### config.mk
export PLATFORM = sky130hd
export DESIGN_NAME = cpu_control
export DESIGN_NICKNAME = d
export VERILOG_FILES = /design/src/rtl/cpu_control.sv
export SDC_FILE = /design/constraint.sdc
export NUM_CORES = 1
export LEC_CHECK = 0
export CAP_MARGIN = 20
export CORE_UTILIZATION = 33
export DETAILED_ROUTE_END_ITERATION = 8
export PLACE_DENSITY_LB_ADDON = 0.05
export SYNTH_ARGS = -nofsm -noshare
export SYNTH_HDL_FRONTEND = slang
export SYNTH_SLANG_ARGS = --single-unit
### constraint.sdc
create_clock -name clk -period 3.2 [get_ports clk]
set_input_delay 0.96 -clock clk [delete_from_list [all_inputs] [get_ports clk]]
set_output_delay 0.96 -clock clk [all_outputs]
set_load 0.01 [all_outputs]
### src/rtl/cpu_control.sv
// Multi-cycle control unit: sequences fetch / IR load / up to three execute steps
// and drives the datapath bus select, register enables and memory write strobe.
module cpu_control (
  input  logic        clk,
  input  logic        reset,
  input  logic [15:0] instruction,
  input  logic        N,
  input  logic        Z,
  output logic [2:0]  sel,
  output logic        addsub,
  output logic        pc_incr,
  output logic        h,
  output logic [14:0] r_enable,
  output logic        o_mem_wr
);

  localparam logic [2:0] SEL_RX    = 3'd0;
  localparam logic [2:0] SEL_RY    = 3'd1;
  localparam logic [2:0] SEL_PC    = 3'd2;
  localparam logic [2:0] SEL_S     = 3'd3;
  localparam logic [2:0] SEL_IMM8  = 3'd4;
  localparam logic [2:0] SEL_IMM11 = 3'd5;
  localparam logic [2:0] SEL_RDATA = 3'd6;

  localparam int EN_A      = 8;
  localparam int EN_S      = 9;
  localparam int EN_FLAGS  = 10;
  localparam int EN_IR     = 11;
  localparam int EN_ADDR   = 12;
  localparam int EN_WRDATA = 13;
  localparam int EN_PC     = 14;

  localparam logic [4:0] OP_MV   = 5'b00000;
  localparam logic [4:0] OP_LD   = 5'b00100;
  localparam logic [4:0] OP_ST   = 5'b00101;
  localparam logic [4:0] OP_MVI  = 5'b10000;
  localparam logic [4:0] OP_MVHI = 5'b10110;
  localparam logic [4:0] OP_CALL = 5'b11100;

  typedef enum logic [2:0] {
    S_FETCH  = 3'd0,
    S_FWAIT  = 3'd1,
    S_LOADIR = 3'd2,
    S_EX1    = 3'd3,
    S_EX2    = 3'd4,
    S_EX3    = 3'd5
  } state_t;

  state_t      state_r;
  state_t      next_state_s;
  logic [4:0]  opcode_s;
  logic [2:0]  rx_s;
  logic [14:0] gpr_en_s;
  logic        is_alu_s;
  logic        is_cmp_s;
  logic        is_jr_s;
  logic        is_j_s;
  logic        is_call_s;
  logic        cond_s;
  logic [2:0]  sel_s;
  logic        addsub_s;
  logic        pc_incr_s;
  logic        h_s;
  logic [14:0] ren_s;
  logic        mem_wr_s;

  function automatic logic [14:0] gpr_onehot(input logic [2:0] idx);
    return 15'd1 << idx;
  endfunction

  assign opcode_s  = instruction[4:0];
  assign rx_s      = instruction[7:5];
  assign gpr_en_s  = gpr_onehot(rx_s);
  // x00xx with a nonzero low pair covers add/sub/cmp and their immediate forms
  assign is_alu_s  = (opcode_s[3:2] == 2'b00) && (opcode_s[1:0] != 2'b00);
  assign is_cmp_s  = is_alu_s && (opcode_s[1:0] == 2'b11);
  assign is_jr_s   = (opcode_s[4:2] == 3'b010) && (opcode_s[1:0] != 2'b11);
  assign is_j_s    = (opcode_s[4:2] == 3'b110) && (opcode_s[1:0] != 2'b11);
  assign is_call_s = (opcode_s == OP_CALL);

  // Branch condition selected by the low opcode bits: always / Z / N.
  always_comb begin
    cond_s = 1'b0;
    case (opcode_s[1:0])
      2'b00:   cond_s = 1'b1;
      2'b01:   cond_s = Z;
      2'b10:   cond_s = N;
      default: cond_s = 1'b0;
    endcase
  end

  // State register; reset aborts any instruction and returns to fetch.
  always_ff @(posedge clk or negedge reset) begin
    if (!reset) begin
      state_r <= S_FETCH;
    end else begin
      state_r <= next_state_s;
    end
  end

  // Next-state and control decode for the current step.
  always_comb begin
    next_state_s = state_r;
    sel_s        = 3'd0;
    addsub_s     = 1'b0;
    pc_incr_s    = 1'b0;
    h_s          = 1'b0;
    ren_s        = 15'd0;
    mem_wr_s     = 1'b0;
    case (state_r)
      S_FETCH: begin
        sel_s            = SEL_PC;
        ren_s[EN_ADDR]   = 1'b1;
        pc_incr_s        = 1'b1;
        next_state_s     = S_FWAIT;
      end
      S_FWAIT: begin
        next_state_s = S_LOADIR;
      end
      S_LOADIR: begin
        ren_s[EN_IR] = 1'b1;
        next_state_s = S_EX1;
      end
      S_EX1: begin
        next_state_s = S_FETCH;
        if (opcode_s == OP_MV) begin
          sel_s = SEL_RY;
          ren_s = gpr_en_s;
        end else if ((opcode_s == OP_MVI) || (opcode_s == OP_MVHI)) begin
          sel_s = SEL_IMM8;
          ren_s = gpr_en_s;
          h_s   = (opcode_s == OP_MVHI);
        end else if (is_alu_s) begin
          sel_s        = SEL_RX;
          ren_s[EN_A]  = 1'b1;
          next_state_s = S_EX2;
        end else if ((opcode_s == OP_LD) || (opcode_s == OP_ST)) begin
          sel_s          = SEL_RY;
          ren_s[EN_ADDR] = 1'b1;
          next_state_s   = S_EX2;
        end else if (is_jr_s) begin
          if (cond_s) begin
            sel_s        = SEL_RX;
            ren_s[EN_PC] = 1'b1;
          end else begin
            ren_s = 15'd0;
          end
        end else if (is_j_s || is_call_s) begin
          // PC already points past this instruction: it becomes both the
          // offset base in A and, for call, the return address in R7.
          if (is_call_s || cond_s) begin
            sel_s        = SEL_PC;
            ren_s[EN_A]  = 1'b1;
            ren_s[7]     = is_call_s;
            next_state_s = S_EX2;
          end else begin
            ren_s = 15'd0;
          end
        end else begin
          ren_s = 15'd0;
        end
      end
      S_EX2: begin
        next_state_s = S_EX3;
        if (is_alu_s) begin
          sel_s           = opcode_s[4] ? SEL_IMM8 : SEL_RY;
          addsub_s        = opcode_s[1];
          ren_s[EN_S]     = 1'b1;
          ren_s[EN_FLAGS] = 1'b1;
          next_state_s    = is_cmp_s ? S_FETCH : S_EX3;
        end else if (opcode_s == OP_LD) begin
          ren_s = 15'd0;
        end else if (opcode_s == OP_ST) begin
          sel_s            = SEL_RX;
          ren_s[EN_WRDATA] = 1'b1;
        end else if (is_j_s || is_call_s) begin
          sel_s       = SEL_IMM11;
          ren_s[EN_S] = 1'b1;
        end else begin
          next_state_s = S_FETCH;
        end
      end
      S_EX3: begin
        next_state_s = S_FETCH;
        if (is_alu_s) begin
          sel_s = SEL_S;
          ren_s = gpr_en_s;
        end else if (opcode_s == OP_LD) begin
          sel_s = SEL_RDATA;
          ren_s = gpr_en_s;
        end else if (opcode_s == OP_ST) begin
          mem_wr_s = 1'b1;
        end else if (is_j_s || is_call_s) begin
          sel_s        = SEL_S;
          ren_s[EN_PC] = 1'b1;
        end else begin
          ren_s = 15'd0;
        end
      end
      default: begin
        next_state_s = S_FETCH;
      end
    endcase
  end

  // Outputs are forced quiet while reset is held, even though the state already reads FETCH.
  assign sel      = reset ? sel_s     : 3'd0;
  assign addsub   = reset ? addsub_s  : 1'b0;
  assign pc_incr  = reset ? pc_incr_s : 1'b0;
  assign h        = reset ? h_s       : 1'b0;
  assign r_enable = reset ? ren_s     : 15'd0;
  assign o_mem_wr = reset ? mem_wr_s  : 1'b0;

endmodule

==> impl_metrics.toml <==
[clock_tree]
cts_made_buffers = 3
clk_latency_ns = 0.23
clkTransAtPathRegs_ns = 0.04
cts_tree = "yes"
htree_levels = 1
clockBufferDepth = 2
root_buffer = "clkbuf_4"
clock_sinks = 3
cts_hold_buf = 0

[pwr]
power.density_nw_per_um2 = 360.2
pwr-share-clk_pct = 13.9
switching_power_uw = 209.5
swShare_pct = 45.58
p_int_uw = 250.2
peakVddDrop_mv = 0.3004
p_leak_uw = 0.0005748
power_frac_seq_pct = 16.1
p_comb_share_pct = 70.0

[route]
wl_mm = 2.596
firstDrtPassIters = 4
viasPerCell = 5.364
first_iter_violations = 20
postRouteAntennaNets = 0
wl_per_cell_um = 13.31
drc_errors = 0
vias = 1046

[global_route]
grt_first_pass_wirelength_mm = 3.808
grt-ovfl-total = 0
gr-usage-all-layers_pct = 22.58
antenna_found_initial = 0
grt_max_degree = 17
grt_pass1_vias = 912

[setup_path]
worstSetupPathType = "input pin to output port"
max_stage_delay_ns = 0.44
crit_required_ns = 2.24
r2r-start = "state_r[1]"
cp_top_family = "compound AO/OA/AOI/OAI gates"
path_cells = "buf_8, a2111o_1, a2bb2oi_2, or2_4, nor4b_4, buf_2"
critPathBufInv = 2
crit_arrival_ns = 2.29
path_max_fanout = 4
crit_path_start = "instruction[1]"
worstSetupEndpointType = "output port"
start_kind = "input pin"
crit_slowest_cell = "a2111o_1"

[sta]
finalCritPeriodShare_pct = 101.6
report.final.slew_viol_count = 0
skew_ns = 0.0009722
rsz0062_at_grt = "true"
slew_headroom_pct = 67.38
max_slew.worst_pin.slew_ns = 0.4842
holdWs_ns = 0.5361
period_needed_ns = 3.251
hold_violations = 0
finalSetupViolations = 1
setup_ws_ns = -0.05132
fmax_mhz = 307.6

[synthesis]
synthXorXnorAreaFrac_pct = 1.241
yosys.area_share.simple_pct = 51.24
syn_nets = 135
ys_seq_elements = 3
synthAdderAreaFrac_pct = 0
avgSynthCellArea_um2 = 6.136
synth_compound_area_share_pct = 26.95
yosysWarnings = 0
syn_inst = 115
synth_mux_area_share_pct = 1.418
yosysUniqueCellTypes = 41
yosysSeqAreaShare_pct = 10.64
syn_area_um2 = 705.7
synth_top_family_by_area = "simple AND/OR/NAND/NOR gates"

[layout]
diodes = 0
regMostFlops = "state_r"
fin_nets = 189
reg.largest.list = "state_r x3"
layout_commonest_cell = "buf_4"
drive_gt1_share_pct = 38.69
layout_common_cells = "24 x buf_4, 15 x nor2_1, 14 x buf_2"
multi_input_area_um2 = 661.9
largest_register_ffs = 3
num-fill-cells = 203
register_area_um2 = 75.07
fin_area_um2 = 1276
syn_to_final_growth_pct = 80.85

[floorplan]
dieWidth_um = 48.24
die_area_um2 = 2327
core_area_um2 = 1982
start_util_pct = 35.61
ios = 42
die_height_um = 48.24
num_rows = 16

[hold_path]
min_path_type = "flip-flop to flip-flop"
min_from = "state_r[2]"

[run]
maxCapViolCount = 0

[placement]
hpwl_mm = 1.915
numPortBuffers = 33
routabilityCongestion = 0.8995
post_dp_cell_area_um2 = 1256

[outcome]
status = "complete, but fails checks"
failed_checks = "setup timing"
[worst register-to-register path: stages (launching register included)]
cell	delay (ns)
dfrtp_1	0.42
buf_4	0.19
nor3_1	0.14
buf_4	0.16
nand4_1	0.12
o21ai_0	0.10
[final cells by class]
| cell class | count | share of cell area, % |
|---|---|---|
| inverter | 4 | 1.176 |
| multi-input combinational | 97 | 51.86 |
| timing repair buffer | 60 | 36.37 |
| tap | 27 | 2.647 |
| sequential | 3 | 5.882 |
| clock buffer | 4 | 2.059 |
[power groups by stage]
stage	sequential [uW]	combinational [uW]	clock [uW]
final	74.0	322	64.1
after global routing	77.0	351	68.9
after global placement	71.8	309	0
after CTS	74.7	318	66.8
after floorplan	62.6	186	0
after detailed placement	73.6	312	0
[metrics by stage]
step / std cells / util, % / total power [uW] / setup WS [ns] / setup TNS, ns
2_1_floorplan: 115 / - / 248.7 / -0.04678 / -0.04821
3_3_place_gp: 190 / 63.38 / 381.2 / -0.9857 / -14.45
3_5_place_dp: 190 / 63.38 / 385.8 / -1.025 / -14.85
4_1_cts: 194 / 64.65 / 459.6 / -0.06721 / -0.1195
5_1_grt: 195 / 64.39 / 496.8 / -0.1096 / -0.2762
6_report: 195 / 64.39 / 459.7 / -0.05132 / -0.05132
[cell usage after synthesis, drive strengths merged]
cell type / count / area share (%)
a21o: 1 / 1.1
dfrtp: 3 / 11
a21oi: 7 / 5.0
nand2: 12 / 6.4
o21a: 1 / 1.1
o311ai: 1 / 1.2
or2: 1 / 1.2
and3b: 1 / 1.2
and2: 1 / 0.89
nor3: 7 / 5.0
nor3b: 1 / 1.1
nor2b: 4 / 4.6
nor4: 3 / 2.7
mux2i: 1 / 1.4
a2111oi: 1 / 1.2
buf: 1 / 1.1
nand3b: 1 / 1.1
o22ai: 2 / 1.8
a21boi: 1 / 1.1
clkbuf: 10 / 5.3
o211a: 1 / 1.4
nand2b: 4 / 3.5
inv: 4 / 2.1
xnor2: 1 / 1.2
and3: 2 / 1.8
a31oi: 1 / 0.89
nor4b: 2 / 3.4
or3: 3 / 2.7
nor2: 15 / 8.0
a2111o: 1 / 1.6
o21ai: 7 / 5.0
o31ai: 1 / 1.1
nand4: 5 / 4.4
nand4b: 1 / 1.2
o211ai: 1 / 1.1
a211oi: 1 / 1.1
nand3: 3 / 2.1
a2bb2oi: 2 / 2.5
[path summary, 6_finish.rpt]
| check | endpoint | slack, ns | cells after the start |
|---|---|---|---|
| max in group asynchronous | state_r[2] | 2.26 | 2 |
| min in group asynchronous | state_r[0] | 0.84 | 2 |
| setup reg to reg | state_r[2] | 1.99 | 5 |
| hold / removal | state_r[1] | 0.54 | 1 |
| hold reg to reg | state_r[1] | 0.54 | 1 |
| setup / recovery | r_enable[4] | -0.05 | 6 |
[layer usage]
| layer | wire length [um] | GRT usage, % | vias to the layer above |
|---|---|---|---|
| met5 | 0 | 0 | - |
| met4 | 36 | 8.889 | 0 |
| met3 | 109 | 0.3704 | 4 |
| met2 | 1350 | 41.33 | 33 |
| met1 | 1099 | 27.69 | 486 |
| li1 | - | - | 523 |
[logic make-up after synthesis]
family | count (synthesis)
mux | 1
compound gates | 29
buf+inv | 15
xor+xnor | 1
simple gates | 66
flops | 3
[repair_timing]
action,in CTS,in global routing
setup buffers,0,1
cloned,0,0
gates resized for setup,89,13
pin swaps,7,6
endpoints found under the setup margin,22,15
(Power assumes the default switching activity.)
